<file path="config.mk">
export PLATFORM = sky130hd
export DESIGN_NAME = alu_exec_unit
export DESIGN_NICKNAME = d
export VERILOG_FILES = /design/src/rtl/alu_exec_unit.sv
export SDC_FILE = /design/constraint.sdc
export NUM_CORES = 1
export LEC_CHECK = 0
export CELL_PAD_IN_SITES_DETAIL_PLACEMENT = 0
export CELL_PAD_IN_SITES_GLOBAL_PLACEMENT = 2
export CORE_ASPECT_RATIO = 0.5
export CORE_MARGIN = 10
export CORE_UTILIZATION = 39
export DETAILED_ROUTE_END_ITERATION = 12
export PLACE_DENSITY = 0.88
export SLEW_MARGIN = 0
export SYNTH_ARGS = -nofsm -noshare
export SYNTH_HDL_FRONTEND = slang
export SYNTH_SLANG_ARGS = --single-unit
</file>
<file path="constraint.sdc">
create_clock -name clk -period 6.05 [get_ports clk]
set_input_delay 1.21 -clock clk [delete_from_list [all_inputs] [get_ports clk]]
set_output_delay 1.21 -clock clk [all_outputs]
set_load 0.02 [all_outputs]
</file>
<file path="src/rtl/alu_exec_unit.sv">
// alu_exec_unit: registered execute stage; bit-serial shifts with valid/ready stalls.
//   Inputs:  clk, rst_n (async, active-low), flush, in_valid, alu_op[2:0],
//            op_a/op_b[XLEN-1:0], rd_in[4:0], out_ready
//   Outputs: in_ready, out_valid, result[XLEN-1:0], zero, rd_out[4:0], busy
module alu_exec_unit #(
  parameter int XLEN = 32,
  parameter int SHW  = 5
) (
  input  logic            clk,
  input  logic            rst_n,
  input  logic            flush,
  input  logic            in_valid,
  output logic            in_ready,
  input  logic [2:0]      alu_op,
  input  logic [XLEN-1:0] op_a,
  input  logic [XLEN-1:0] op_b,
  input  logic [4:0]      rd_in,
  output logic            out_valid,
  input  logic            out_ready,
  output logic [XLEN-1:0] result,
  output logic            zero,
  output logic [4:0]      rd_out,
  output logic            busy
);
  typedef enum logic {IDLE, SHIFT} state_t;
  state_t state_q, state_d;
  logic [SHW-1:0] cnt_q, cnt_d, shamt;
  logic [XLEN-1:0] sh_q, sh_d, sh_nxt, alu_res, result_q, result_d;
  logic [4:0] rd_q, rd_d, rd_out_q, rd_out_d;
  logic dir_q, dir_d, out_valid_q, out_valid_d, zero_q, zero_d;
  logic slot_free, acc, start, fin, step, wr;
  assign shamt     = op_b[SHW-1:0];
  assign slot_free = !out_valid_q || out_ready;
  assign in_ready  = (state_q == IDLE) && !flush && slot_free;
  assign acc       = in_valid && in_ready;
  assign start     = acc && (alu_op == 3'b101 || alu_op == 3'b110) && (shamt != '0);
  assign sh_nxt    = dir_q ? (sh_q >> 1) : (sh_q << 1);
  // Final shift waits at cnt==1 if the output slot is still occupied.
  assign fin       = (state_q == SHIFT) && (cnt_q == SHW'(1)) && slot_free && !flush;
  assign step      = (state_q == SHIFT) && (cnt_q > SHW'(1)) && !flush;
  assign wr        = (acc && !start) || fin;
  always_comb begin
    alu_res = '0;
    case (alu_op)
      3'b000:  alu_res = op_a + op_b;
      3'b001:  alu_res = op_a - op_b;
      3'b010:  alu_res = op_a | op_b;
      3'b011:  alu_res = op_a & op_b;
      3'b100:  alu_res = op_a ^ op_b;
      3'b101:  alu_res = op_a << shamt;
      3'b110:  alu_res = op_a >> shamt;
      default: alu_res = {{(XLEN-1){1'b0}}, $signed(op_a) < $signed(op_b)};
    endcase
  end
  always_comb begin
    state_d     = flush ? IDLE : start ? SHIFT : fin ? IDLE : state_q;
    cnt_d       = flush ? '0 : start ? shamt : fin ? '0 : step ? cnt_q - SHW'(1) : cnt_q;
    sh_d        = start ? op_a : step ? sh_nxt : sh_q;
    dir_d       = start ? alu_op[1] : dir_q;
    rd_d        = start ? rd_in : rd_q;
    result_d    = wr ? (fin ? sh_nxt : alu_res) : result_q;
    zero_d      = wr ? (result_d == '0) : zero_q;
    rd_out_d    = wr ? (fin ? rd_q : rd_in) : rd_out_q;
    out_valid_d = flush ? 1'b0 : wr ? 1'b1 : (out_valid_q && !out_ready);
  end
  always_ff @(posedge clk or negedge rst_n) begin
    if (!rst_n) begin
      state_q     <= IDLE;
      cnt_q       <= '0;
      sh_q        <= '0;
      dir_q       <= 1'b0;
      rd_q        <= '0;
      result_q    <= '0;
      zero_q      <= 1'b0;
      rd_out_q    <= '0;
      out_valid_q <= 1'b0;
    end else begin
      state_q     <= state_d;
      cnt_q       <= cnt_d;
      sh_q        <= sh_d;
      dir_q       <= dir_d;
      rd_q        <= rd_d;
      result_q    <= result_d;
      zero_q      <= zero_d;
      rd_out_q    <= rd_out_d;
      out_valid_q <= out_valid_d;
    end
  end
  assign out_valid = out_valid_q;
  assign result    = result_q;
  assign zero      = zero_q;
  assign rd_out    = rd_out_q;
  assign busy      = state_q != IDLE;
endmodule

</file>
==> out/metrics.yaml <==
drt:
  route.detailed.drc: 0
  ant_nets: 0
  drt_iter0_markers: 2961
  viasPerCell: 6.89
  first_pass_iters: 6
  wirelength_mm: 84.6
  vias: 17187
  routedWlPerCell_um: 33.9
synth:
  synth-edff-count: 0
  synthAdderAreaFrac: 0.0965
  synth_flop_cell: "dfrtp_1"
  synth_top_family_by_area: "compound AO/OA/AOI/OAI gates"
  synthArstFlopShare: 1.00
  synth_seq_cells: 83
  synth_xor_area_frac: 0.0103
  synth_warnings: 0
  syn_area_per_cell_sq_um: 7.78
  netlist_instances: 1867
  seq_area_frac_synth: 0.143
  muxShareOfSynthArea: 0.191
  synth_top_cell_by_area: "dfrtp_1"
  synth.area.top_cells: "dfrtp_1, mux4_2, ha_1"
  synth.distinct_cells: 89
  synthSimpleGateAreaFrac: 0.196
  syn_nets: 2054
  synth_compound_area_frac: 0.284
  synth_top_area_frac: 0.143
  synthesis.area_sq_mm: 0.0145
worst_hold_path:
  hp-class: "reg2reg"
  min_delay_path_depth: 1
  min_from: "result[2]"
  hold_end: "result[2]"
die:
  core_region_area_sq_mm: 0.0363
  die_y_um: 156
  rows: 49
  start_util: 0.400
  pin_count: 118
  fp.dieW_um: 293
  die_area_sq_mm: 0.0458
global_route:
  grt_pass1_vias: 16060
  track_usage: 0.355
  grt_max_degree: 63
  grt_antenna_before_repair: 5
  globalRoute.totalOverflow: 0
  grt_pass1_wl_mm: 120
place:
  place_area_sq_mm: 0.0171
  dp.cells: 2477
  port_buffers: 117
  place_congestion: 1.08
  hpwl_mm: 67.7
sta:
  slew_headroom: 0.329
  layout_min_cycle_time_ns: 5.91
  setup-tns-final_ns: 0
  final-hold-violation-count: 0
  rsz0062_at_grt: "no"
  clock_skew_ns: 0.00748
  clock.fmax_mhz: 169
  drv_slew: 0
  setup_viol: 0
  final.period_utilization: 0.977
  worstMarginPinSlew_ns: 1.00
pwr:
  p_per_area_mw_per_mm2: 184
  finalPower_uw: 3200
  power.leakage_uw: 0.00749
  irDropWorstVdd_mv: 0.112
worst_setup_path:
  reg2reg_depth: 13
  crit_required_ns: 6.28
  rrSetupSlack_ns: 1.37
  regToRegStartpoint: "cnt_q[1]"
  worstPathMaxFanout: 3
  critPathKind: "in2reg"
  start_kind: "primary input"
  path_buf_inv: 3
  worstPathCellList: "clkdlybuf4s50_1, inv_1, ha_1, inv_1, fa_1, nor2b_1, o21ai_0, a21o_1, a32oi_1, nor4_2, o221ai_1, or4_1, or4_1, nor4_2, nand4b_1, o41ai_2"
  critical_path.slowest_cell: "nor4_2"
  rr_endpoint: "zero"
  cp-end-kind: "flop"
  arrival_ns: 6.14
  slowest_delay_ns: 0.79
  path_delay_family: "simple AND/OR/NAND/NOR gates"
cts:
  clk_latency_ns: 0.34
  cts_tree: "done"
  h-tree-depth: 3
  clock-sinks: 83
  clockBufferDepth: 2
  cts_setup_buffers: 0
  cts_made_buffers: 9
  clkSlewWorstSetupHoldPaths_ns: 0.06
  cts_root_buffer: "clkbuf_16"
layout:
  layout_common_cells: "nor2_1, buf_4, nand2_1"
  layout.nets: 2191
  drive_gt1_frac: 0.166
  final_common_cell: "nor2_1"
  fillers: 3663
  stdcell_count: 2494
  area_growth_pct: 19.8
  fin_area_sq_mm: 0.0174
job:
  max-cap-violations: 0
status:
  status: "finished clean"
[power breakdown]
| group | internal, uW | switching [uW] |
|---|---|---|
| logic | 737 | 1140 |
| registers | 696 | 125 |
| clock network | 279 | 226 |
| total | 1710 | 1490 |
[per-stage QoR]
| step | utilization | hold WS [ns] | setup slack (ns) |
|---|---|---|---|
| 3_5_place_dp | 0.472 | 0.477 | -0.192 |
| 3_3_place_gp | 0.472 | 0.461 | -0.0521 |
| 4_1_cts | 0.479 | 0.493 | 0.160 |
| 2_1_floorplan | - | 0.478 | 0.548 |
| 6_report | 0.479 | 0.493 | 0.140 |
| 5_1_grt | 0.479 | 0.522 | 0.139 |
[cell usage after synthesis (all sizes together) (42+ instances only)]
cell type / instances
nor3: 49
ha: 108
mux4: 65
mux2i: 97
a221o: 42
o21ai: 89
nor2: 229
nand2: 144
dfrtp: 83
clkbuf: 118
inv: 111
buf: 55
a21oi: 119
[routing by layer]
layer / GRT usage / part of all wire / up-vias
li1: - / - / 7320
met1: 0.502 / 0.43 / 8377
met2: 0.482 / 0.38 / 1313
met3: 0.151 / 0.16 / 171
met4: 0.0848 / 0.027 / 6
met5: 0 / 0.00045 / -
[worst max path at each step]
stage	from	to	depth (start not counted)
2_1_floorplan	op_b[2]	zero	17
3_3_place_gp	op_a[0]	zero	16
3_5_place_dp	op_a[0]	zero	16
4_1_cts	op_a[0]	zero	16
5_1_grt	op_a[0]	zero	16
6_report	op_a[0]	zero	16
[registers in the layout, summed over array words and instances, names as in the netlist]
| register | flops |
|---|---|
| result | 32 |
| sh_q | 32 |
| cnt_q | 5 |
| rd_out | 5 |
| rd_q | 5 |
| busy | 1 |
| dir_q | 1 |
| out_valid | 1 |
| zero | 1 |
[worst reg2reg max path, stage by stage, from the launching register on]
cell and delay [ns]:
dfrtp_1 0.39, inv_1 0.08, ha_1 0.16, nor4b_1 0.49, and3_1 0.42, a221o_1 0.48, nand4_1 0.27, nor3_1 0.30
a221oi_1 0.20, or4_1 0.61, or4_1 0.49, nor4_2 0.31, nand4b_1 0.15, o41ai_2 0.22
[repair_timing]
item                                   CTS  global route
resized for setup                        0             1
endpoints found under the hold margin    0             0
setup endpoints to repair                0             1
hold buffers                             0             0
[cell type report]
class | count | area, sq um | share of cell area
repair buffers | 299 | 2670 | 0.153
clock inverters | 4 | 27.5 | 0.00158
well taps | 484 | 606 | 0.0348
diodes | 1 | 2.50 | 0.000144
flip-flops and latches | 83 | 2080 | 0.119
clock buffers | 12 | 236 | 0.0136
inverters | 111 | 417 | 0.0239
multi-input cells | 1500 | 11400 | 0.653
[kinds of logic after synthesis]
logic type | Yosys count
compound gates | 575
simple gates | 606
mux | 191
buf+inv | 284
fa+ha+maj | 111
xor+xnor | 17
flops | 83
Power figures use the tool's default switching activity.
